[src/rtl/cnn1d_pkg.sv]
// Shared definitions for the 1-D CNN datapath: default sample width and the
// activation-function selector used by activation_unit and activation_lane.
package cnn1d_pkg;

  localparam int DEFAULT_DATA_WIDTH = 12;

  typedef enum logic [1:0] {
    ACT_PASS  = 2'd0,
    ACT_RELU  = 2'd1,
    ACT_LEAKY = 2'd2,
    ACT_CLIP  = 2'd3
  } act_mode_t;

endpackage

[src/rtl/activation_lane.sv]
// Single-channel combinational activation: pass, ReLU, leaky ReLU
// (arithmetic shift, rounds toward minus infinity) or clipped ReLU.
// The result never grows beyond DATA_WIDTH.
module activation_lane
  import cnn1d_pkg::*;
#(
  parameter int DATA_WIDTH  = DEFAULT_DATA_WIDTH,
  parameter int LEAKY_SHIFT = 3
) (
  input  act_mode_t                     i_mode,
  input  logic signed [DATA_WIDTH-1:0]  i_clip_max,
  input  logic signed [DATA_WIDTH-1:0]  i_data,
  output logic signed [DATA_WIDTH-1:0]  o_data
);

  logic w_neg;
  assign w_neg = i_data[DATA_WIDTH-1];

  // Select the activated value; default is the untouched input.
  always_comb begin
    o_data = i_data;
    case (i_mode)
      ACT_PASS:  o_data = i_data;
      ACT_RELU:  if (w_neg) o_data = '0;
      ACT_LEAKY: if (w_neg) o_data = i_data >>> LEAKY_SHIFT;
      ACT_CLIP: begin
        if (w_neg)                     o_data = '0;
        else if (i_data > i_clip_max)  o_data = i_clip_max;
      end
      default:   o_data = i_data;
    endcase
  end

endmodule

[src/rtl/activation_unit.sv]
// Two-stage valid/ready activation pipeline over CHANNELS packed samples.
// Stage 1 captures the beat with the act_mode/clip_max seen at its transfer;
// stage 2 holds the activated result. Optional macro ACTIVATION_STATS_EN adds
// clamp_count, a saturating count of output beats altered by activation.
//
// Handshake: a beat moves across a port on any rising edge where that port's
// valid and ready are both high; valid never depends on ready, data and
// valid hold steady while valid is high and ready is low.
module activation_unit
  import cnn1d_pkg::*;
#(
  parameter int DATA_WIDTH  = DEFAULT_DATA_WIDTH,
  parameter int CHANNELS    = 4,
  parameter int LEAKY_SHIFT = 3
) (
  input  logic                           clk,
  input  logic                           rst,
  input  logic [1:0]                     act_mode,
  input  logic [DATA_WIDTH-1:0]          clip_max,
  output logic                           act_ready_in,
  input  logic                           act_valid_in,
  input  logic [CHANNELS*DATA_WIDTH-1:0] act_data_in,
  input  logic                           act_ready_out,
  output logic                           act_valid_out,
  output logic [CHANNELS*DATA_WIDTH-1:0] act_data_out
`ifdef ACTIVATION_STATS_EN
  ,
  output logic [31:0]                    clamp_count
`endif
);

  localparam int BW = CHANNELS * DATA_WIDTH;

  logic            r_s1_valid;
  logic [BW-1:0]   r_s1_data;
  act_mode_t       r_s1_mode;
  logic [DATA_WIDTH-1:0] r_s1_clip;
  logic            r_s2_valid;
  logic [BW-1:0]   r_s2_data;
  logic [BW-1:0]   w_act;
  logic            w_s2_ready;
  logic            w_s1_accept;

  // Stage 2 can take a beat when empty or when its beat is leaving.
  assign w_s2_ready   = !r_s2_valid || act_ready_out;
  assign act_ready_in = !rst && (!r_s1_valid || w_s2_ready);
  assign w_s1_accept  = act_valid_in && act_ready_in;

  assign act_valid_out = r_s2_valid;
  assign act_data_out  = r_s2_data;

  // Per-channel activation on the stage-1 beat using its captured mode.
  for (genvar g = 0; g < CHANNELS; g++) begin : g_lane
    activation_lane #(
      .DATA_WIDTH  (DATA_WIDTH),
      .LEAKY_SHIFT (LEAKY_SHIFT)
    ) u_lane (
      .i_mode     (r_s1_mode),
      .i_clip_max (r_s1_clip),
      .i_data     (r_s1_data[g*DATA_WIDTH +: DATA_WIDTH]),
      .o_data     (w_act[g*DATA_WIDTH +: DATA_WIDTH])
    );
  end

  // Stage 1: capture beat plus mode/clip; empty once it moves to stage 2.
  always_ff @(posedge clk) begin
    if (rst) begin
      r_s1_valid <= 1'b0;
      r_s1_data  <= '0;
      r_s1_mode  <= ACT_PASS;
      r_s1_clip  <= '0;
    end else if (w_s1_accept) begin
      r_s1_valid <= 1'b1;
      r_s1_data  <= act_data_in;
      r_s1_mode  <= act_mode_t'(act_mode);
      r_s1_clip  <= clip_max;
    end else if (w_s2_ready) begin
      r_s1_valid <= 1'b0;
    end
  end

  // Stage 2: register the activated result whenever it has room.
  always_ff @(posedge clk) begin
    if (rst) begin
      r_s2_valid <= 1'b0;
      r_s2_data  <= '0;
    end else if (w_s2_ready) begin
      r_s2_valid <= r_s1_valid;
      if (r_s1_valid) r_s2_data <= w_act;
    end
  end

`ifdef ACTIVATION_STATS_EN
  logic [CHANNELS-1:0] w_clamped;
  logic                r_s2_clamped;
  logic [31:0]         r_clamp_count;

  for (genvar c = 0; c < CHANNELS; c++) begin : g_clamp
    assign w_clamped[c] = (w_act[c*DATA_WIDTH +: DATA_WIDTH] !=
                           r_s1_data[c*DATA_WIDTH +: DATA_WIDTH]);
  end

  // Remember whether the stage-2 beat differs from its input anywhere.
  always_ff @(posedge clk) begin
    if (rst)                          r_s2_clamped <= 1'b0;
    else if (w_s2_ready && r_s1_valid) r_s2_clamped <= |w_clamped;
  end

  // Count altered beats as they leave, saturating at all-ones.
  always_ff @(posedge clk) begin
    if (rst)
      r_clamp_count <= '0;
    else if (r_s2_valid && act_ready_out && r_s2_clamped && (r_clamp_count != '1))
      r_clamp_count <= r_clamp_count + 32'd1;
  end

  assign clamp_count = r_clamp_count;
`endif

endmodule

[config.mk]
export PLATFORM = sky130hd
export DESIGN_NAME = activation_unit
export DESIGN_NICKNAME = d
export VERILOG_FILES = /design/src/rtl/cnn1d_pkg.sv /design/src/rtl/activation_lane.sv /design/src/rtl/activation_unit.sv
export SDC_FILE = /design/constraint.sdc
export NUM_CORES = 1
export LEC_CHECK = 0
export ABC_AREA = 0
export BUFFER_PORTS_ARGS = -buffer_cell sky130_fd_sc_hd__buf_2
export CORE_MARGIN = 5
export CORE_UTILIZATION = 30
export CTS_BUF_LIST = sky130_fd_sc_hd__clkbuf_4
export CTS_CLUSTER_DIAMETER = 120
export DETAILED_ROUTE_END_ITERATION = 6
export SLEW_MARGIN = 20
export SYNTH_ARGS = -nofsm -noshare
export SYNTH_HDL_FRONTEND = slang
export SYNTH_HIERARCHICAL = 1
export SYNTH_SLANG_ARGS = --single-unit
export TNS_END_PERCENT = 30
[constraint.sdc]
create_clock -name clk -period 6.4 [get_ports clk]
set_clock_uncertainty 0.15 [all_clocks]
set_input_delay 0 -clock clk [delete_from_list [all_inputs] [get_ports clk]]
set_output_delay 0 -clock clk [all_outputs]
set_load 0.01 [all_outputs]
-- Word-level counts from Yosys, hierarchy flattened
Cells that the tools add are included.
- order comparisons: 4
- equality and inequality tests: 3
- muxes and demuxes: 22
- reductions and logical operators: 10
- operators with widths (operator ; count):
    $pmux 12 s4 ; 4
    $mux 12 ; 12
    $gt 12x12->1 ; 4
    $mux 11 ; 4
    $eq 2x2->1 const B ; 2
    $logic_not 1->1 ; 3
    $eq 2x1->1 const B ; 1
    $logic_and 1x1->1 ; 2
    $logic_not 2->1 ; 1
    $logic_or 1x1->1 ; 2
    $mux 1 ; 2
    $reduce_and 2->1 ; 1
    $reduce_bool 2->1 ; 1
- register bits after elaboration: 112
- input bits: 66
- output and inout port bits: 50
- logic and storage cells: 45

-- Depth between registers and ports, before layout
Gate-level depths: netlist (run 1).
- word-level depth: 6
- gate-level depth with buffers: 10
- mapped depth without buffers: 9

-- Modules after synthesis
The synthesis (run 1) kept the hierarchy.
- modules (own cells, without submodules) (module ; instances ; cells each ; area each (µm²) ; sequential area each (µm²)):
    activation_unit ; 1 ; 429 ; 4566.9 ; 2242.2
    activation_lane at g_lane[0].u_lane ... ; 3 ; 131 ; 880.8 ; 0.0
    activation_lane at g_lane[3].u_lane ; 1 ; 153 ; 1042.2 ; 0.0

-- Worst setup path after synthesis (run 1)
Ideal clock, no wire load.
- path type: flip-flop to flip-flop
- start point: register r_s1_clip[5]
- end point: register r_s2_data[28] (netlist: act_data_out[28])
- library setup time: 70 ps
- data arrival time: 2154 ps
- required time: 6180 ps
- slack: 4026 ps
- stages on the path, launching flop included: 11
- path buffers: 1
- period minus slack after synthesis: 2374 ps
- cells stage by stage: dfxtp_1 > inv_1 > ha_1 > a21o_1 > a221o_1 > a221oi_2 > a21oi_2 > buf_6 > mux2i_1 > nand3_1 > a21oi_1
- cells in the longest elaborated chain, start to end: 4
- RTL lines (element ; line ; source):
    start, declared ; activation_unit.sv:37 ; logic [DATA_WIDTH-1:0] r_s1_clip;
    start signal, assigned ; activation_unit.sv:76 ; r_s1_clip <= clip_max;
    $gt 12x12->1 ; activation_lane.sv:28 ; else if (i_data > i_clip_max) o_data = i_clip_max;
    $mux 12 ; activation_lane.sv:28 ;
    $mux 12 ; activation_lane.sv:27 ; if (w_neg) o_data = '0;
    $pmux 12 s4 ; activation_lane.sv:22 ; case (i_mode)
    net w_act[28] ; activation_unit.sv:40 ; logic [BW-1:0] w_act;
    end signal, assigned ; activation_unit.sv:89 ; if (r_s1_valid) r_s2_data <= w_act;
    end, declared ; activation_unit.sv:39 ; logic [BW-1:0] r_s2_data;
The timed path passes the listed nets, and every way through them passes these cells.
A chain may end at the register's enable or synchronous reset.

-- Worst setup path after layout (run 1)
- start point: register r_s1_data[35]
- end point: register r_s2_data[27] (netlist: act_data_out[27])
- cells in the longest elaborated chain, start to end: 4
- elaborated cells on any way between the ends: 6
- those cells by class: order compare: 1; mux: 5
- RTL lines (element ; line ; source):
    start, declared ; activation_unit.sv:35 ; logic [BW-1:0] r_s1_data;
    start signal, assigned ; activation_unit.sv:74 ; r_s1_data <= act_data_in;
    $gt 12x12->1 ; activation_lane.sv:28 ;
    $mux 12 ; activation_lane.sv:28 ;
    $mux 12 ; activation_lane.sv:27 ;
    $pmux 12 s4 (*) ; activation_lane.sv:22 ;
    net w_act[27] ; activation_unit.sv:40 ;
The timed path passes the listed nets; every way through them passes the cells marked *.

==> flow_summary_export.csv, run 1 <==
group,metric,value,unit
outcome,status,"complete, no violations",
cells_and_area,post_route_cells_drive_above_1_share,19.5,%
power,power.ir.vdd_worst,0.0796,mV
floorplanning,placement_rows,60,
yosys,synth_ff_type,"sky130_fd_sc_hd__dfxtp_1",
power,power_density,187,nW/um2
detailed_routing,drt_pass1_iterations,5,
yosys,syn_area_per_cell,8.46,um2
cts,tritoncts,"yes",
cts,clockBufferDepth,2,
floorplanning,io-pin-count,116,
critical_path,cp.required,6.71,ns
cells_and_area,num-fill-cells,2824,
cts,cts.repair_timing.setup_buffer_count,0,
cts,ctsResizeCount,0,
place,place.detailed.hpwl,17.7,mm
grt,largest_net_degree_at_the_start_of_global_routing,61,
cts,cts_inserted_buffers,9,
critical_path,timing.setup.critical_path_class,"flip-flop to flip-flop",
sta,setup_viol,0,
cts,clock_tree.root_cell,"sky130_fd_sc_hd__clkbuf_4",
yosys,ys_warn_count,6,
yosys,syn-num-nets,1089,
yosys,synth.ff_latch_count,112,
critical_path,crit_path_start_kind,"flip-flop",
detailed_routing,num_vias,7917,
detailed_routing,ant_nets,0,
grt,grt_antenna_before_repair,2,
cts,clock_sink_count,112,
cts,insertion_delay,0.52,ns
cts,clk_pin_slew,0.21,ns
sta,maxSlewHeadroom,38.2,%
sta,max_clk_rate,313,MHz
place,globalplace.congestion,0.904,
detailed_routing,drt_iter0_markers,780,
floorplanning,die_x,176,um
critical_path,worst_r2r_path_depth,8,
critical_path,worstSetupEndpointType,"flip-flop",
floorplanning,die_area,30900,um2
floorplanning,die_extent_in_y,176,um
cts,cts-htree-levels,3,
sta,timing.final.max_slew_violations,0,
cts,cts-hold-fix-buffers,86,
critical_path,cp_max_fo,24,
sta,period_share,49.9,%
critical_path,cp_data_arrival_time,3.50,ns
flow_run,cap_violations,0,
power,leakage,0.00416,uW
sta,tightestPinTransition,0.927,ns
yosys,synth-edff-count,0,
yosys,postSynthCellCount,975,
detailed_routing,viasPerCell,5.39,
grt,grt_use_total,17.1,%
sta,finalCriticalPeriod,3.19,ns
cells_and_area,areaGrowthSynthToFinish,20.6,%
yosys,ys_seq_area_share,27.2,%
detailed_routing,post-route-drc-count,0,
cells_and_area,layout.core_utilization,36.8,%
yosys,synth.distinct_cells,57,
detailed_routing,detailed_route_wl,26.7,mm
floorplanning,floorplan.initialDensity,30.5,%
detailed_routing,avgRoutedWirePerCell,18.2,um
sta,finalSetupTns,0,ns
floorplanning,design.core.area,27000,um2
sta,finalHoldViolCount,0,
grt,grt_residual_overflow,0,
worst_hold_path,worstHoldPathCells,3,
sta,rsz0062_at_grt,"false",
yosys,area_of_the_mapped_netlist,8250,um2
worst_hold_path,kind_of_path_behind_the_tightest_hold_check,"primary input to flip-flop",
yosys,asyncSetResetFlopFracSynth,0,%
cells_and_area,nets,1235,
grt,first_global_vias,7833,
place,io_buffer_count,115,
grt,global_route_wire_length_before_repair,43.0,mm
## worst max-delay path, stage by stage, from the launching register on
cell and delay [ns]:
sky130_fd_sc_hd__dfxtp_1 0.88, sky130_fd_sc_hd__ha_1 0.39, sky130_fd_sc_hd__and4_1 0.23, sky130_fd_sc_hd__nand4_1 0.13
sky130_fd_sc_hd__o22ai_1 0.10, sky130_fd_sc_hd__a21oi_2 0.65, sky130_fd_sc_hd__mux2i_1 0.33, sky130_fd_sc_hd__nand3_1 0.11
sky130_fd_sc_hd__a21oi_1 0.15
## power by group
part	internal [uW]	switching [uW]	leakage [uW]
registers	746	96.4	0.000920
clock network	128	275	0.0000834
logic	306	311	0.00315
## routing by layer
layer / global-route usage [%] / part of all wire (%) / vias to the layer above
li1: - / - / 3831
met2: 27.5 / 45 / 277
met1: 22.5 / 45 / 3754
met3: 4.22 / 7.0 / 55
met5: 0 / 0 / -
met4: 5.49 / 2.5 / 0
## final timing paths
check	endpoint	startpoint	slack, ns
setup / recovery	act_data_out[27]	r_s1_data[35]	3.21
hold / removal	r_s1_data[34]	act_data_in[34]	0.07
setup reg to reg	act_data_out[27]	r_s1_data[35]	3.21
hold reg to reg	act_data_out[21]	act_data_out[21]	0.34
## cell usage after synthesis (5+ instances only)
master	instances	share of area, %
sky130_fd_sc_hd__a21oi_1	118	7.2
sky130_fd_sc_hd__dfxtp_1	112	27
sky130_fd_sc_hd__nor2b_1	90	6.8
sky130_fd_sc_hd__o21ai_0	79	4.8
sky130_fd_sc_hd__nand3_1	72	4.4
sky130_fd_sc_hd__mux2_4	60	11
sky130_fd_sc_hd__inv_1	53	2.4
sky130_fd_sc_hd__ha_1	48	7.3
sky130_fd_sc_hd__clkbuf_1	43	2.0
sky130_fd_sc_hd__o221ai_1	38	4.0
sky130_fd_sc_hd__nand2b_1	35	2.7
sky130_fd_sc_hd__mux2i_1	33	4.0
sky130_fd_sc_hd__nand2_1	24	1.1
sky130_fd_sc_hd__nor2_1	15	0.68
sky130_fd_sc_hd__buf_6	13	1.8
sky130_fd_sc_hd__buf_2	12	0.73
sky130_fd_sc_hd__a21o_1	11	1.0
sky130_fd_sc_hd__nand4_1	11	0.83
sky130_fd_sc_hd__and2_1	10	0.76
sky130_fd_sc_hd__o21ai_1	10	0.61
sky130_fd_sc_hd__o211ai_1	7	0.64
sky130_fd_sc_hd__o21a_1	7	0.64
sky130_fd_sc_hd__buf_1	5	0.23
sky130_fd_sc_hd__nor3_1	5	0.30
sky130_fd_sc_hd__or3_1	5	0.38
## metrics by stage
stage | instances | setup slack, ns | power (uW) | hold WS (ns) | area (um2)
global placement | 1365 | 3.31 | 1420 | 0.0615 | 8930
detailed placement | 1365 | 3.26 | 1420 | 0.0615 | 8930
finish | 1470 | 3.21 | 1860 | 0.0688 | 9950
global route | 1470 | 2.93 | 1990 | 0.0243 | 9950
CTS | 1467 | 3.20 | 1880 | 0.0337 | 9940
floorplan | 975 | 4.03 | 1270 | -0.0253 | 8250
## flip-flops by register name (all words and copies together), names as in the netlist
register,cells
r_s1_data,48
r_s1_clip,12
r_s1_mode,2
act_valid_out,1
act_data_out,48
r_s1_valid,1
## cell families (layout without fill, tap and decap cells)
logic type / count (synthesis) / in the layout / synth area share [%]
flops: 112 / 112 / 27.2
mux: 95 / 95 / 15.2
compound gates: 310 / 310 / 23.8
fa+ha+maj: 48 / 48 / 7.28
buf+inv: 133 / 284 / 7.52
simple gates: 277 / 277 / 19.1
other cells: 0 / 3 / 0
## final cells by class
type	instances	area [um2]	area share, %
clock buffer	9	67.6	0.679
inverter	57	214	2.15
multi-input combinational	730	5390	54.2
tap	341	427	4.29
antenna	3	7.51	0.0755
sequential	112	2240	22.6
timing repair buffer	211	1510	15.2
clock inverter	7	85.1	0.855
## cells in the final DEF, fill, tap and decap left out, types with 4 or more instances in the layout
master	count
sky130_fd_sc_hd__nand2_1	24
sky130_fd_sc_hd__ha_1	48
sky130_fd_sc_hd__buf_4	11
sky130_fd_sc_hd__o221ai_1	38
sky130_fd_sc_hd__and2_1	10
sky130_fd_sc_hd__a21oi_1	118
sky130_fd_sc_hd__nor3_1	5
sky130_fd_sc_hd__nor2_1	15
sky130_fd_sc_hd__inv_1	53
sky130_fd_sc_hd__mux2i_1	33
sky130_fd_sc_hd__dlygate4sd3_1	86
sky130_fd_sc_hd__nand2b_1	35
sky130_fd_sc_hd__nor2b_1	90
sky130_fd_sc_hd__mux2_4	60
sky130_fd_sc_hd__a311oi_1	4
sky130_fd_sc_hd__clkbuf_4	9
sky130_fd_sc_hd__o21ai_0	79
sky130_fd_sc_hd__o21a_1	7
sky130_fd_sc_hd__nand4_1	11
sky130_fd_sc_hd__buf_2	114
sky130_fd_sc_hd__a211oi_1	4
sky130_fd_sc_hd__o211ai_1	7
sky130_fd_sc_hd__nand3_1	72
sky130_fd_sc_hd__or3_1	5
sky130_fd_sc_hd__o21ai_1	10
sky130_fd_sc_hd__dfxtp_1	110
sky130_fd_sc_hd__a21o_1	11
Note: power is estimated with default switching activity, not from simulation.
==> run 2: changes to the inputs <==
==> constraint.sdc (replaced) <==
create_clock -name clk -period 2.8 [get_ports clk]
set_clock_uncertainty 0.15 [all_clocks]
set_input_delay 0 -clock clk [delete_from_list [all_inputs] [get_ports clk]]
set_output_delay 0 -clock clk [all_outputs]
set_load 0.01 [all_outputs]
==> run 2 against run 1 <==
  * Die area stayed put
  * Worst hold slack worse by 0.0021 ns
  * Cell count is 5.4% higher
  * Fmax is 17% higher
  * Clock power is 93% higher
  * Utilization is 2.6 points higher
  * Largest cell class unchanged
  * Largest power group unchanged
  * Highest routed layer unchanged
==> flow_summary_export.csv, run 2 (synthesis results as in run 1) <==
group,metric,value,unit
cts,tritoncts,"yes",
critical_path,setup.reg_to_reg.worst_slack,0.08,ns
cts,cts-htree-levels,3,
cells_and_area,layout.cells.most_common_list,"sky130_fd_sc_hd__a21oi_1 (117), sky130_fd_sc_hd__buf_2 (114), sky130_fd_sc_hd__dfxtp_1 (103), sky130_fd_sc_hd__buf_4 (101), sky130_fd_sc_hd__nor2b_1 (90)",
worst_hold_path,worstHoldPathCells,3,
cts,insertion_delay,0.52,ns
floorplanning,die_x,176,um
sta,hold_slack,0.0666,ns
critical_path,worstSetupEndpointType,"flip-flop",
critical_path,crit_path_start_kind,"flip-flop",
floorplanning,floorplan.initialDensity,30.5,%
sta,rsz0062_at_grt,"true",
grt,grt_antenna_before_repair,1,
critical_path,cp.required,3.11,ns
cells_and_area,areaGrowthSynthToFinish,29.1,%
sta,finalSetupTns,0,ns
cells_and_area,area_taken_by_multi_input_logic_gates,5420,um2
sta,tightestPinTransition,0.848,ns
power,power.ir.vdd_worst,0.193,mV
detailed_routing,post-route-drc-count,0,
sta,finalHoldViolCount,0,
worst_hold_path,kind_of_path_behind_the_tightest_hold_check,"primary input to flip-flop",
detailed_routing,drt_iter0_markers,632,
critical_path,critical_path.reg2reg.startpoint,"r_s1_clip[5]",
place,globalplace.congestion,0.878,
detailed_routing,viasPerCell,5.31,
floorplanning,design.core.area,27000,um2
worst_hold_path,whs_endpoint,"r_s1_data[38]",
cells_and_area,nets,1317,
critical_path,cp_data_arrival_time,3.03,ns
critical_path,r2r_end,"act_data_out[10]",
floorplanning,placement_rows,60,
cts,clockBufferDepth,2,
critical_path,worst_r2r_path_depth,12,
cells_and_area,register_area,2260,um2
place,io_buffer_count,115,
cts,cts_inserted_buffers,9,
place,place.detailed.hpwl,19.7,mm
detailed_routing,drt_pass1_iterations,5,
floorplanning,die_area,30900,um2
flow_run,cap_violations,0,
grt,grt_residual_overflow,0,
grt,largest_net_degree_at_the_start_of_global_routing,114,
detailed_routing,ant_nets,0,
worst_hold_path,hold_start,"act_data_in[38]",
cells_and_area,layout.core_utilization,39.4,%
detailed_routing,avgRoutedWirePerCell,18.2,um
cts,clock_tree.root_cell,"sky130_fd_sc_hd__clkbuf_4",
cells_and_area,num-fill-cells,2797,
floorplanning,io-pin-count,116,
sta,max_clk_rate,367,MHz
cts,clock_sink_count,112,
grt,grt_use_total,17.6,%
grt,first_global_vias,7975,
cells_and_area,layout_commonest_cell,"sky130_fd_sc_hd__a21oi_1",
sta,timing.final.max_slew_violations,0,
detailed_routing,num_vias,8231,
power,leakage,0.00458,uW
critical_path,timing.setup.critical_path_class,"flip-flop to flip-flop",
cts,clk_pin_slew,0.18,ns
grt,global_route_wire_length_before_repair,44.3,mm
sta,finalCriticalPeriod,2.72,ns
critical_path,cp_max_fo,6,
power,report.power.total,4460,uW
outcome,status,"complete, no violations",
power,power_density,419,nW/um2
sta,maxSlewHeadroom,43.5,%
detailed_routing,detailed_route_wl,28.1,mm
sta,period_share,97.2,%
cells_and_area,post_route_cells_drive_above_1_share,27.4,%
floorplanning,die_extent_in_y,176,um
sta,setup_viol,0,
run 2: cell count changes in the layout (fill, tap and decap cells not counted), sizes merged, moves of 2 or more:
cell	previous run	this run
buf	125	225
dlygate4sd3	86	66
clkbuf	9	11
diode	3	1
inv	58	56
run 2: layout make-up:
| type | count | area share [%] |
|---|---|---|
| well taps | 341 | 4.01 |
| flip-flops and latches | 112 | 21.2 |
| clock inverters | 6 | 0.411 |
| inverters | 57 | 2.01 |
| multi-input cells | 730 | 50.9 |
| clock buffers | 9 | 0.634 |
| repair buffers | 293 | 20.8 |
| diodes | 1 | 0.0235 |
run 2: per-layer routing:
metal | up-vias | GRT usage, % | routed length (um)
met2 | 245 | 29.6 | 13400
li1 | 4003 | - | -
met4 | 0 | 4.65 | 593
met5 | - | 0 | 0
met1 | 3940 | 23.5 | 12700
met3 | 43 | 2.91 | 1420
run 2: how the worst max path moves through the flow:
| stage | start | slack, ns | to |
|---|---|---|---|
| 6_report | r_s1_clip[5] | 0.08 | act_data_out[10] |
| 5_1_grt | r_s1_clip[5] | -0.0002 | act_data_out[2] |
| 4_1_cts | r_s1_clip[11] | 0.01 | act_data_out[37] |
| 3_5_place_dp | r_s1_clip[6] | -0.22 | act_data_out[30] |
| 3_3_place_gp | r_s1_clip[6] | -0.16 | act_data_out[5] |
| 2_1_floorplan | r_s1_clip[5] | 0.43 | act_data_out[28] |
run 2: repair_timing:
action                                 in CTS  in global routing
setup endpoints to repair                  45                 45
gates resized for setup                     6                 13
gates cloned                                0                  1
endpoints found under the hold margin     112                  0
hold buffers                               66                  0
buffers inserted                            1                 11
pin swaps                                   2                  6
run 2: report_power, final:
group          leakage (uW)  total, uW  internal [uW]  switching, uW
registers          0.000923       1840           1710            129
clock network     0.0000626        779            183            596
logic               0.00359       1840            958            886
run 2: worst max-delay path, stage by stage (launching register included):
cell,delay (ns)
sky130_fd_sc_hd__dfxtp_2,0.39
sky130_fd_sc_hd__buf_8,0.12
sky130_fd_sc_hd__inv_1,0.04
sky130_fd_sc_hd__ha_1,0.29
sky130_fd_sc_hd__a21o_1,0.19
sky130_fd_sc_hd__a221o_1,0.32
sky130_fd_sc_hd__a221oi_2,0.34
sky130_fd_sc_hd__a21oi_4,0.13
sky130_fd_sc_hd__buf_12,0.16
sky130_fd_sc_hd__buf_4,0.13
sky130_fd_sc_hd__mux2i_1,0.14
sky130_fd_sc_hd__nand3_1,0.11
sky130_fd_sc_hd__a21oi_2,0.16
run 2: metrics by stage:
stage | instance area (um2) | std cells | setup slack, ns
after floorplan | 8250 | 975 | 0.426
after global placement | 9670 | 1454 | -0.158
after detailed placement | 9670 | 1454 | -0.220
after CTS | 10500 | 1536 | 0.0136
after global routing | 10700 | 1549 | -0.000150
final | 10700 | 1549 | 0.0774
==> run 3: changes to the inputs <==
--- a/config.mk
+++ b/config.mk
@@ -7,7 +7,7 @@
 export LEC_CHECK = 0
 export ABC_AREA = 0
 export BUFFER_PORTS_ARGS = -buffer_cell sky130_fd_sc_hd__buf_2
-export CORE_MARGIN = 5
+export CORE_MARGIN = 4
 export CORE_UTILIZATION = 30
 export CTS_BUF_LIST = sky130_fd_sc_hd__clkbuf_4
 export CTS_CLUSTER_DIAMETER = 120
==> run 3 against run 2 <==
  * Worst hold slack improved by 0.0049 ns
  * Critical path type unchanged
  * Sequential share of layout area fell by 0.11 points
  * Register-to-register slack better by 0.03 ns
  * Sequential power is essentially flat
  * Fmax grew 1.1%
  * Largest cell class unchanged
==> flow_summary_export.csv, run 3 (synthesis results as in run 1) <==
group,metric,value,unit
cts,cts-htree-levels,3,
cts,insertion_delay,0.52,ns
power,seq_power_share,40.3,%
place,io_buffer_count,115,
cells_and_area,post_route_cells_drive_above_1_share,26.8,%
sta,tightestPinTransition,1.09,ns
sta,rsz0062_at_grt,"true",
critical_path,cp_data_arrival_time,3.01,ns
power,power_density,429,nW/um2
critical_path,cp.required,3.12,ns
place,placed_area,9650,um2
sta,timing.final.max_slew_violations,0,
cells_and_area,layout_commonest_cell,"sky130_fd_sc_hd__a21oi_1",
cells_and_area,areaGrowthSynthToFinish,29.7,%
sta,setup_viol,0,
power,power.ir.vdd_worst,0.219,mV
sta,period_share,96.2,%
detailed_routing,post-route-drc-count,0,
detailed_routing,viasPerCell,5.26,
sta,maxSlewHeadroom,27.2,%
worst_hold_path,kind_of_path_behind_the_tightest_hold_check,"primary input to flip-flop",
cells_and_area,nets,1316,
grt,grt_use_total,17.9,%
outcome,status,"complete, no violations",
floorplanning,io-pin-count,116,
detailed_routing,ant_nets,0,
critical_path,cp_slowest_cell,"sky130_fd_sc_hd__dfxtp_2",
critical_path,cpPeakStageDelay,0.38,ns
grt,grt_antenna_before_repair,3,
detailed_routing,avgRoutedWirePerCell,17.8,um
power,leakage,0.00459,uW
sta,final_critical_path_setup_slack,0.106,ns
detailed_routing,num_vias,8156,
sta,finalHoldViolCount,0,
detailed_routing,drt_pass1_iterations,5,
grt,largest_net_degree_at_the_start_of_global_routing,114,
grt,global_route_wire_length_before_repair,44.2,mm
critical_path,timing.setup.critical_path_class,"flip-flop to flip-flop",
detailed_routing,detailed_route_wl,27.6,mm
power,clock_power_share,21.6,%
floorplanning,design.core.area,27000,um2
floorplanning,die_extent_in_y,174,um
floorplanning,die_x,174,um
critical_path,cp_max_fo,12,
floorplanning,die_area,30200,um2
power,combPwrFrac,38.1,%
place,pre_cts_slack,-0.164,ns
place,place.detailed.hpwl,19.3,mm
floorplanning,floorplan.initialDensity,30.5,%
power,swShare,35.1,%
grt,first_global_vias,7959,
detailed_routing,drt_iter0_markers,524,
place,globalplace.congestion,0.846,
power,switchingPower,1610,uW
cells_and_area,layout.cells.most_common_list,"sky130_fd_sc_hd__a21oi_1 (117), sky130_fd_sc_hd__buf_2 (114), sky130_fd_sc_hd__dfxtp_1 (100), sky130_fd_sc_hd__buf_4 (93), sky130_fd_sc_hd__nor2b_1 (90)",
cts,tritoncts,"yes",
sta,hold_slack,0.0715,ns
cells_and_area,design_area,10700,um2
flow_run,cap_violations,0,
grt,grt_residual_overflow,0,
cts,clockBufferDepth,2,
cts,cts_inserted_buffers,9,
critical_path,worstSetupEndpointType,"flip-flop",
cts,clk_pin_slew,0.19,ns
cts,clock_sink_count,112,
sta,max_clk_rate,371,MHz
sta,finalCriticalPeriod,2.69,ns
cts,clock_tree.root_cell,"sky130_fd_sc_hd__clkbuf_4",
floorplanning,placement_rows,60,
power,intPower,2980,uW
critical_path,worstPathCellList,"buf_8 -> inv_1 -> ha_1 -> a21o_1 -> a221o_1 -> a221oi_2 -> a21oi_4 -> buf_12 -> buf_4 -> mux2i_1 -> nand3_1 -> a21oi_1",
critical_path,crit_path_start_kind,"flip-flop",
run 3: cell count changes in the layout (fill, tap and decap cells not counted), sizes merged:
cell | previous run | this run
buf | 225 | 216
bufinv | 0 | 2
clkbuf | 11 | 9
clkinv | 6 | 5
diode | 1 | 2
dlygate4sd3 | 66 | 76
run 3: stage by stage:
step                      setup TNS (ns)  total power [uW]  instances  utilization [%]
after floorplan                        0              2910        975                -
after global placement             -1.53              3440       1451             35.7
after detailed placement           -4.30              3460       1451             35.7
after CTS                              0              4550       1543             39.3
after global routing             -0.0224              4840       1550             39.6
final                                  0              4590       1550             39.6
run 3: final timing paths:
| path | cells after the start | from | end | slack [ns] |
|---|---|---|---|---|
| setup reg to reg | 12 | r_s1_clip[5] | act_data_out[32] | 0.11 |
| setup / recovery | 12 | r_s1_clip[5] | act_data_out[32] | 0.11 |
| hold reg to reg | 2 | act_data_out[25] | act_data_out[25] | 0.34 |
| hold / removal | 3 | act_data_in[15] | r_s1_data[15] | 0.07 |
run 3: routing by layer:
layer	routed length, um	track usage [%]	vias up
li1	-	-	3997
met3	1330	2.99	41
met4	811	6.00	2
met5	13	0	-
met1	12700	24.2	3882
met2	12700	28.9	234
run 3: final cells by class:
cell class	instances	area, um2
diodes	2	5.00
clock buffers	9	67.6
clock inverters	7	103
fillers	2793	16300
inverters	57	214
multi-input cells	730	5420
flip-flops and latches	112	2260
well taps	341	427
repair buffers	292	2200
run 3: what timing repair did:
action,in CTS,in global routing
endpoints found under the hold margin,112,0
gates resized for setup,6,12
setup buffers,0,5
pin swaps,0,6
setup endpoints to repair,46,47
hold buffers,76,0
run 3: power by group through the flow:
stage / registers (uW) / logic [uW] / clock network, uW
floorplan: 1860 / 1050 / 0
global placement: 1880 / 1560 / 0
detailed placement: 1880 / 1580 / 0
CTS: 1850 / 1690 / 1020
global route: 1870 / 1910 / 1060
finish: 1850 / 1750 / 989
run 3: critical path, delay by kind of cell (launching register included):
| family | cells | cell delay, ns |
|---|---|---|
| multiplexers | 1 | 0.13 |
| adder cells (fa/ha/maj) | 1 | 0.30 |
| flip-flops | 1 | 0.38 |
| buffers and inverters | 4 | 0.49 |
| AO/OA/AOI/OAI | 5 | 1.11 |
| AND/OR/NAND/NOR | 1 | 0.09 |
